<file path="src/rtl/mcp2515_spi_master.sv">
// mcp2515_spi_master
// Byte-streaming SPI master for one or more MCP2515 CAN controllers.
// A transaction selects one chip select, then moves 1..MAX_BYTES bytes with
// per-byte TX/RX handshakes, SCK half-period of CLK_DIV clk50 cycles.
//
// Handshakes (valid/ready):
//   tx: a byte transfers on any clk50 edge where tx_valid && tx_ready are both
//       high. tx_ready is high only in LOAD; tx_data must be stable while
//       tx_valid is high. tx_valid may be held low indefinitely (engine stalls).
//   rx: rx_valid is a one-cycle pulse with no back-pressure; rx_data stays
//       valid until the next received byte.
//   start: accepted only while busy=0 and the request is legal.
//
// Optional build macro:
//   MCP2515_SPI_LOOPBACK_EN -- sample si instead of so (bring-up without a device).
//
// Parameter legality (CLK_DIV>=2, SPI_MODE in {0,3}, N_CS>=1) is the
// instantiator's responsibility.
module mcp2515_spi_master #(
  parameter int CLK_DIV   = 4,
  parameter int SPI_MODE  = 0,
  parameter int N_CS      = 2,
  parameter int MAX_BYTES = 16,
  parameter int CS_W      = (N_CS > 1) ? $clog2(N_CS) : 1,
  parameter int LEN_W     = $clog2(MAX_BYTES + 1)
) (
  input  logic             clk50,
  input  logic             rst,
  input  logic             start,
  input  logic [CS_W-1:0]  cs_sel,
  input  logic [LEN_W-1:0] len,
  input  logic [7:0]       tx_data,
  input  logic             tx_valid,
  output logic             tx_ready,
  output logic [7:0]       rx_data,
  output logic             rx_valid,
  output logic             busy,
  output logic             done,
  output logic [N_CS-1:0]  cs,
  output logic             sck,
  output logic             si,
  input  logic             so,
  output logic [2:0]       dbg_state
);

  localparam int CNT_W = (CLK_DIV > 1) ? $clog2(CLK_DIV) : 1;
  localparam logic [CNT_W-1:0] CNT_LAST = CNT_W'(CLK_DIV - 1);
  localparam logic SCK_IDLE = (SPI_MODE == 3) ? 1'b1 : 1'b0;

  typedef enum logic [2:0] {
    ST_IDLE  = 3'd0,
    ST_SETUP = 3'd1,
    ST_LOAD  = 3'd2,
    ST_SHIFT = 3'd3,
    ST_HOLD  = 3'd4,
    ST_GAP   = 3'd5
  } state_t;

  state_t            state_q, state_d;
  logic [CNT_W-1:0]  cnt_q, cnt_d;         // cycles within the current phase
  logic [2:0]        bit_q, bit_d;         // bit index within the byte
  logic              ph_q, ph_d;           // 0: low half of bit period, 1: high half
  logic [LEN_W-1:0]  byte_cnt_q, byte_cnt_d;
  logic [6:0]        tx_sh_q, tx_sh_d;     // bits still to be driven after si
  logic [7:0]        rx_sh_q, rx_sh_d;
  logic              rx_pend_q, rx_pend_d; // 8th sample just taken
  logic [7:0]        rx_data_q, rx_data_d;
  logic              rx_valid_q, rx_valid_d;
  logic              done_q, done_d;
  logic [N_CS-1:0]   cs_q, cs_d;
  logic              sck_q, sck_d;
  logic              si_q, si_d;

  logic [N_CS-1:0]   cs_sel_n;
  logic              start_ok;
  logic              sample_bit;

`ifdef MCP2515_SPI_LOOPBACK_EN
  // Loopback: the received stream is whatever we are driving on si.
  logic unused_so;
  assign unused_so  = so;
  assign sample_bit = si_q;
`else
  assign sample_bit = so;
`endif

  // Active-low chip-select pattern for the requested device.
  always_comb begin
    cs_sel_n = '1;
    for (int i = 0; i < N_CS; i++) begin
      if (int'(cs_sel) == i) cs_sel_n[i] = 1'b0;
    end
  end

  assign start_ok = start && (len != '0) && (int'(len) <= MAX_BYTES) &&
                    (int'(cs_sel) < N_CS);

  // Next-state and datapath: one bit period is a low half then a high half,
  // so mode 3 gets its leading falling edge on entry to SHIFT for free.
  always_comb begin
    state_d    = state_q;
    cnt_d      = cnt_q;
    bit_d      = bit_q;
    ph_d       = ph_q;
    byte_cnt_d = byte_cnt_q;
    tx_sh_d    = tx_sh_q;
    rx_sh_d    = rx_sh_q;
    rx_pend_d  = 1'b0;
    rx_data_d  = rx_data_q;
    rx_valid_d = 1'b0;
    done_d     = 1'b0;
    cs_d       = cs_q;
    sck_d      = sck_q;
    si_d       = si_q;

    // Publish the completed byte one cycle after its last sample.
    if (rx_pend_q) begin
      rx_data_d  = rx_sh_q;
      rx_valid_d = 1'b1;
    end

    case (state_q)
      ST_IDLE: begin
        sck_d = SCK_IDLE;
        cs_d  = '1;
        if (start_ok) begin
          state_d    = ST_SETUP;
          cnt_d      = '0;
          byte_cnt_d = len;
          cs_d       = cs_sel_n;
        end
      end

      ST_SETUP: begin
        if (cnt_q == CNT_LAST) begin
          cnt_d   = '0;
          state_d = ST_LOAD;
        end else begin
          cnt_d = cnt_q + CNT_W'(1);
        end
      end

      ST_LOAD: begin
        if (tx_valid) begin
          tx_sh_d = tx_data[6:0];
          si_d    = tx_data[7];
          cnt_d   = '0;
          bit_d   = 3'd0;
          ph_d    = 1'b0;
          sck_d   = 1'b0;
          state_d = ST_SHIFT;
        end
      end

      ST_SHIFT: begin
        if (cnt_q == CNT_LAST) begin
          cnt_d = '0;
          if (!ph_q) begin
            // Rising edge: sample the incoming bit.
            ph_d      = 1'b1;
            sck_d     = 1'b1;
            rx_sh_d   = {rx_sh_q[6:0], sample_bit};
            rx_pend_d = (bit_q == 3'd7);
          end else if (bit_q == 3'd7) begin
            // End of the 8th high half: park sck, si keeps the LSB.
            sck_d      = SCK_IDLE;
            byte_cnt_d = byte_cnt_q - LEN_W'(1);
            state_d    = (byte_cnt_q == LEN_W'(1)) ? ST_HOLD : ST_LOAD;
          end else begin
            // Falling edge: present the next bit.
            bit_d   = bit_q + 3'd1;
            ph_d    = 1'b0;
            sck_d   = 1'b0;
            si_d    = tx_sh_q[6];
            tx_sh_d = {tx_sh_q[5:0], 1'b0};
          end
        end else begin
          cnt_d = cnt_q + CNT_W'(1);
        end
      end

      ST_HOLD: begin
        if (cnt_q == CNT_LAST) begin
          cnt_d   = '0;
          cs_d    = '1;
          done_d  = 1'b1;
          state_d = ST_GAP;
        end else begin
          cnt_d = cnt_q + CNT_W'(1);
        end
      end

      ST_GAP: begin
        // Chip-select deselect time before the next transaction.
        if (cnt_q == CNT_LAST) begin
          cnt_d   = '0;
          state_d = ST_IDLE;
        end else begin
          cnt_d = cnt_q + CNT_W'(1);
        end
      end

      default: begin
        state_d = ST_IDLE;
        cs_d    = '1;
        sck_d   = SCK_IDLE;
      end
    endcase
  end

  // State and datapath registers with synchronous reset.
  always_ff @(posedge clk50) begin
    if (rst) begin
      state_q    <= ST_IDLE;
      cnt_q      <= '0;
      bit_q      <= 3'd0;
      ph_q       <= 1'b0;
      byte_cnt_q <= '0;
      tx_sh_q    <= 7'd0;
      rx_sh_q    <= 8'd0;
      rx_pend_q  <= 1'b0;
      rx_data_q  <= 8'd0;
      rx_valid_q <= 1'b0;
      done_q     <= 1'b0;
      cs_q       <= '1;
      sck_q      <= SCK_IDLE;
      si_q       <= 1'b0;
    end else begin
      state_q    <= state_d;
      cnt_q      <= cnt_d;
      bit_q      <= bit_d;
      ph_q       <= ph_d;
      byte_cnt_q <= byte_cnt_d;
      tx_sh_q    <= tx_sh_d;
      rx_sh_q    <= rx_sh_d;
      rx_pend_q  <= rx_pend_d;
      rx_data_q  <= rx_data_d;
      rx_valid_q <= rx_valid_d;
      done_q     <= done_d;
      cs_q       <= cs_d;
      sck_q      <= sck_d;
      si_q       <= si_d;
    end
  end

  assign tx_ready  = (state_q == ST_LOAD);
  assign busy      = (state_q != ST_IDLE);
  assign rx_data   = rx_data_q;
  assign rx_valid  = rx_valid_q;
  assign done      = done_q;
  assign cs        = cs_q;
  assign sck       = sck_q;
  assign si        = si_q;
  assign dbg_state = state_q;

endmodule

</file>
<file path="config.mk">
export PLATFORM = sky130hd
export DESIGN_NAME = mcp2515_spi_master
export DESIGN_NICKNAME = d
export VERILOG_FILES = /design/src/rtl/mcp2515_spi_master.sv
export SDC_FILE = /design/constraint.sdc
export NUM_CORES = 1
export LEC_CHECK = 0
export ABC_AREA = 1
export BUFFER_PORTS_ARGS = -buffer_cell sky130_fd_sc_hd__buf_2
export CAP_MARGIN = 20
export CORE_ASPECT_RATIO = 0.5
export CORE_MARGIN = 2
export CORE_UTILIZATION = 49
export CTS_BUF_LIST = sky130_fd_sc_hd__clkbuf_8
export DETAILED_ROUTE_END_ITERATION = 12
export PLACE_DENSITY = 0.71
export SYNTH_ARGS = -nofsm -noshare
export SYNTH_HDL_FRONTEND = slang
export SYNTH_SLANG_ARGS = --single-unit
</file>
<file path="constraint.sdc">
create_clock -name clk50 -period 1.75 [get_ports clk50]
set_input_delay 0 -clock clk50 [delete_from_list [all_inputs] [get_ports clk50]]
set_output_delay 0 -clock clk50 [all_outputs]
set_load 0.05 [all_outputs]
</file>
Word-level counts from Yosys, hierarchy flattened
Index checks and enable logic that the tools add are counted.

storage, ports and cells
  input bits = 19
  output and inout port bits = 19
  logic and storage cells = 111
  bits in registers = 44

cells by class
  magnitude comparators = 1
  equal/unequal tests = 17
  multiplexer cells = 49
  bitwise logic cells = 6
  $add $sub $neg = 3
  reductions and logical operators = 21

operators by type and width
  cell                                                    count
  2-to-1 mux 3 bit                                        13
  2-to-1 mux 7 bit                                        4
  2-to-1 mux 5 bit                                        4
  inequality test 2 bit (second input constant)           9
  case mux 3 bit (6 select lines)                         1
  2-to-1 mux 1 bit                                        14
  case mux 7 bit (2 select lines)                         1
  case mux 2 bit (3 select lines)                         2
  AND reduction 3 bit                                     4
  OR reduction 4 bit                                      3
  2-to-1 mux 2 bit                                        5
  case mux 5 bit (2 select lines)                         1
  AND reduction 5 bit                                     2
  equality test 3 bit (second input constant)             3
  AND reduction 8 bit                                     1
  equality test 3 x 2 -> 1 bit (second input constant)    2
  NOT 1 bit                                               6
  case mux 3 bit (2 select lines)                         1
  nonzero test 3 bit                                      2
  equality test 5 x 1 -> 1 bit (second input constant)    1
  less-or-equal comparator 5 bit (second input constant)  1
  nonzero test 5 bit                                      1
  subtractor 5 x 1 -> 5 bit (second input constant)       1
  case mux 1 bit (2 select lines)                         2
  other kinds (11)                                        13

Logic depth before layout (Yosys ltp)
  depth in word-level cells = 6
  mapped depth = 11
  mapped depth without buffers = 10

Worst setup path after synthesis
No wires, ideal clock.

  kind = register to register
  from = register state_q[1], in the netlist dbg_state[1]
  to = register tx_sh_q[3]
  buffers on the path = 3
  stages on the path, launching flop included = 11
  data arrival time = 1560 ps
  slack = 69 ps
  library setup time = 121 ps
  cell sequence = dfxtp_1 -> buf_6 -> nand2_4 -> nor2_4 -> buf_6 -> o21ai_2 -> nand2_2 -> nor2_2 -> buf_6 -> nand2_1 -> o21ai_0

on the way
  cells in the longest elaborated chain, start to end = 3
  elaborated cells on any way between the ends = 9
  those cells by class = eq/ne: 6; mux: 1; reduce/logical: 2

ends and longest elaborated chain
  item                                                                          line  source
  from (decl)                                                                   59    state_t state_q, state_d;
  from (signal assigned)                                                        229   state_q <= state_d;
  equality test 3 x 2 -> 1 bit                                                  122   case (state_q)
  inequality test 2 bit (no source line) or nonzero test 2 bit (tied branches)  -
  AND reduction 5 bit (no source line)                                          -
  to (signal assigned)                                                          234   tx_sh_q <= tx_sh_d;
  to (decl)                                                                     64    logic [6:0] tx_sh_q, tx_sh_d;

Parallel ways exist; a longest one is shown, timed or not.
A chain may end at the register's enable or synchronous reset.

Worst setup path in the final report
  from = register cnt_q[0]
  to = register state_q[1], in the netlist dbg_state[1]

on the way
  cells in the longest elaborated chain, start to end = 3
  elaborated cells on any way between the ends = 6
  those cells by class = eq/ne: 5; reduce/logical: 1

ends and longest elaborated chain
  item                                    line  source
  from (decl)                             60    logic [CNT_W-1:0] cnt_q, cnt_d;
  from (signal assigned)                  230   cnt_q <= cnt_d;
  equality test 2 bit *                   -
  inequality test 2 bit (no source line)  -
  AND reduction 8 bit (no source line) *  -

Every way passes the cells marked *; elsewhere a longest branch is shown, timed or not.

==> summary.txt <==
Route
  – DRT iter0 DRCs: around 70
  – Initial DRT Pass Iterations: 4
  – DR DRC count: 0
  – Antenna-violating nets left: 0
  – Via/cell ratio: approximately 5
  – Final wirelength: roughly 4500 µm
  – WL/cell: roughly 11 µm
  – Via Count: 1954

Logic synthesis
  – Async set-reset flop share out of synthesis: 0%
  – Sequential area share after synthesis: between 40% and 50%
  – Syn avg cell area: 7.25 µm²
  – Most frequent cell after synthesis: nand2_1
  – Synth Flop Type: dfxtp_1
  – Commonest cells post-synth: nand2_1, nor2_1, dfxtp_1, o21ai_0, inv_1
  – Post-synth top area share: approximately two fifths
  – Post-Synthesis Cells: 291
  – Number of synthesized flops with an enable pin: 0
  – Syn. warnings: 0
  – Largest area contributor in the netlist: dfxtp_1
  – #FFs+latches synth: 44
  – Top cells by area, synth: dfxtp_1, nand2_1, nor2_1
  – Net count after synthesis: 315
  – Post-Synthesis Cell Area: 2110 µm²
  – Synth unique cells: 31

Timing
  – Min Tclk post-route: approximately 1.6 ns
  – Final Skew: slightly above 0.007 ns
  – RSZ-0062 raised after global routing: no
  – Max Fclk: between 0.6 and 0.7 GHz
  – Setup-failing EPs final: 0
  – Final Hold Fails: 0
  – Worst slew margin: about two thirds
  – Setup TNS: 0 ns
  – Slew at the pin closest to its max-slew limit: roughly 0.49 ns
  – Pins over their slew limit: 0
  – Period utilisation layout: approximately nine tenths

Outcome
  – Status: completed

GRT
  – Pin count of the biggest net entering global routing: 19
  – Initial antenna violation count: 0
  – First-pass GRT wire length: 7650 µm
  – Tot GR Track Use: 19.6%
  – Vias in the first global route: about 1700
  – Grt ovf: 0

Clocking
  – Longest Clk Path Bufs: 2
  – CTS buffer count: 5
  – Root Buffer: clkbuf_8
  – Insertion delay to the later sink of the worst-skew pair: ~0.30 ns
  – Htree depth: 2
  – CTS sink count: 44
  – Post-CTS setup buffers: 0
  – CTS tree: built
  – Clk slew on worst S/H paths: 0.09 ns

Floorplanning
  – Core ar.: approximately 4000 µm²
  – Die width: ~97 µm
  – Initial core utilization: 52.4%
  – DIE AREA: 4880 µm²
  – FP Rows: 16
  – I/O Pins: 38
  – Die Ht: a little over 50 µm

Power
  – Logic pwr share: 41.3%
  – Max VDD drop: 0.000549 V
  – Sequential Power Share: between 30% and 40%
  – Internal: 2.07 mW
  – Sw Ratio: 41.2%
  – Lkg Pwr: approximately 1.2 nW
  – Clock power share: a little under a quarter
  – Power Dens Cells: between 1000 and 1500 nW/µm²
  – Sw Pwr: ~1.5 mW

Cells and area
  – FILL cells: 392
  – Post-route cell area: about 2500 µm²
  – Nets: 359
  – Antenna cells: 0
  – Area Overhead vs Synth: 18.2%
  – Fraction of layout cells with a size suffix above 1: 22.9%

Critical path
  – Crit-path max FO: 5
  – CP startpoint kind: register
  – CP Data Arrival Time: around 1.8 ns
  – Crit. End Element: register
  – Kind of critical path: reg -> reg
  – Critical Path RT: approximately 2.0 ns

Placed design
  – Gp weighted congestion: 0.914
  – Area after DPL: 2320 µm²
  – Hpwl dp: 3290 µm
  – # port buffers: 37

Hold path
  – Worst Hold Class: in -> reg

Run
  – Maxcap violations: 0
-- layer usage --
metal	track usage [%]	share of wire (%)	vias to the layer above
met1	27.2	51	888
li1	-	-	1016
met2	29.9	42	44
met5	0	0	-
met3	5.29	5.4	6
met4	6.34	1.4	0
-- state kept, by name (all words and copies together), names as in the netlist --
name / count
rx_data: 8
rx_sh_q: 8
tx_sh_q: 7
byte_cnt_q: 5
bit_q: 3
dbg_state: 3
cnt_q: 2
cs: 2
done: 1
ph_q: 1
rx_pend_q: 1
rx_valid: 1
sck: 1
si: 1
-- cells in the final DEF (no fill, tap or decap), types with 2 or more instances in the layout --
| cell | synthesis | routed |
|---|---|---|
| o21ai_0 | 34 | 34 |
| nor2_1 | 51 | 51 |
| nor3_1 | 2 | 2 |
| nand2_4 | 2 | 2 |
| a21oi_1 | 11 | 11 |
| inv_1 | 22 | 22 |
| nand3_1 | 16 | 16 |
| inv_2 | 5 | 5 |
| dlygate4sd3_1 | 0 | 4 |
| nand2_2 | 7 | 7 |
| o22ai_1 | 2 | 2 |
| nand4_1 | 4 | 4 |
| nor2_4 | 2 | 4 |
| dfxtp_2 | 0 | 2 |
| dfxtp_1 | 44 | 42 |
| clkbuf_8 | 0 | 6 |
| ha_1 | 5 | 5 |
| buf_2 | 1 | 37 |
| buf_4 | 0 | 6 |
| nand2_1 | 60 | 60 |
-- critical path, stage by stage, from the launching register on --
cell     delay, ns
dfxtp_1       0.37
ha_1          0.18
inv_1         0.10
nand2_2       0.10
inv_2         0.05
nor2_1        0.31
nand3_1       0.16
nand2_1       0.08
inv_1         0.04
nor2_1        0.12
-- final timing paths --
kind                            slack, ns       start      endpoint  cells past startpoint
worst min-delay path                 0.02  tx_data[2]    tx_sh_q[2]                      5
worst max-delay path                 0.17    cnt_q[0]  dbg_state[1]                      9
worst max register to register       0.17    cnt_q[0]  dbg_state[1]                      9
worst min register to register       0.46          si            si                      2
-- power groups by stage --
stage	combinational, mW	clock [mW]	sequential, mW
floorplan	1.11	0	1.32
global placement	1.39	0	1.26
detailed placement	1.42	0	1.26
CTS	1.43	0.832	1.24
global route	1.64	0.882	1.26
finish	1.45	0.822	1.24
-- cells by family (layout without fill, tap and decap cells) --
family	count (synthesis)	after routing	synth area share [%]
flip-flops	44	44	41.8
AO/OA/AOI/OAI	51	51	13.0
XOR/XNOR	1	1	0.415
AND/OR/NAND/NOR	152	152	32.7
adder cells (fa/ha/maj)	5	5	2.97
buffers and inverters	38	83	9.13
-- final cells by class --
type | count | area, µm² | share of cell area, %
Timing Repair Buffer | 47 | 270 | 10.8
Clock inverter | 2 | 38.8 | 1.56
Multi-Input combinational cell | 209 | 1050 | 41.9
Sequential cell | 44 | 883 | 35.4
Tap cell | 54 | 67.6 | 2.71
Clock buffer | 6 | 82.6 | 3.31
Inverter | 28 | 105 | 4.21
-- metrics by stage --
stage               std cells  total power, mW  util [%]  hold slack, ns  worst slack, ns
finish                    390             3.52      62.0          0.0237            0.169
global route              390             3.78      62.0          0.0330          0.00898
CTS                       390             3.50      61.7          0.0132           0.0355
detailed placement        378             2.68      57.6           0.234           0.0518
global placement          378             2.65      57.6           0.221           0.0955
floorplan                 291             2.43         -          0.0771           0.0692
-- timing repair --
item	in CTS	in global routing
setup endpoints to repair	0	22
resized for setup	0	4
hold endpoints to repair	4	0
hold buffers	4	0
No activity file was read; power rests on OpenSTA's default activity.
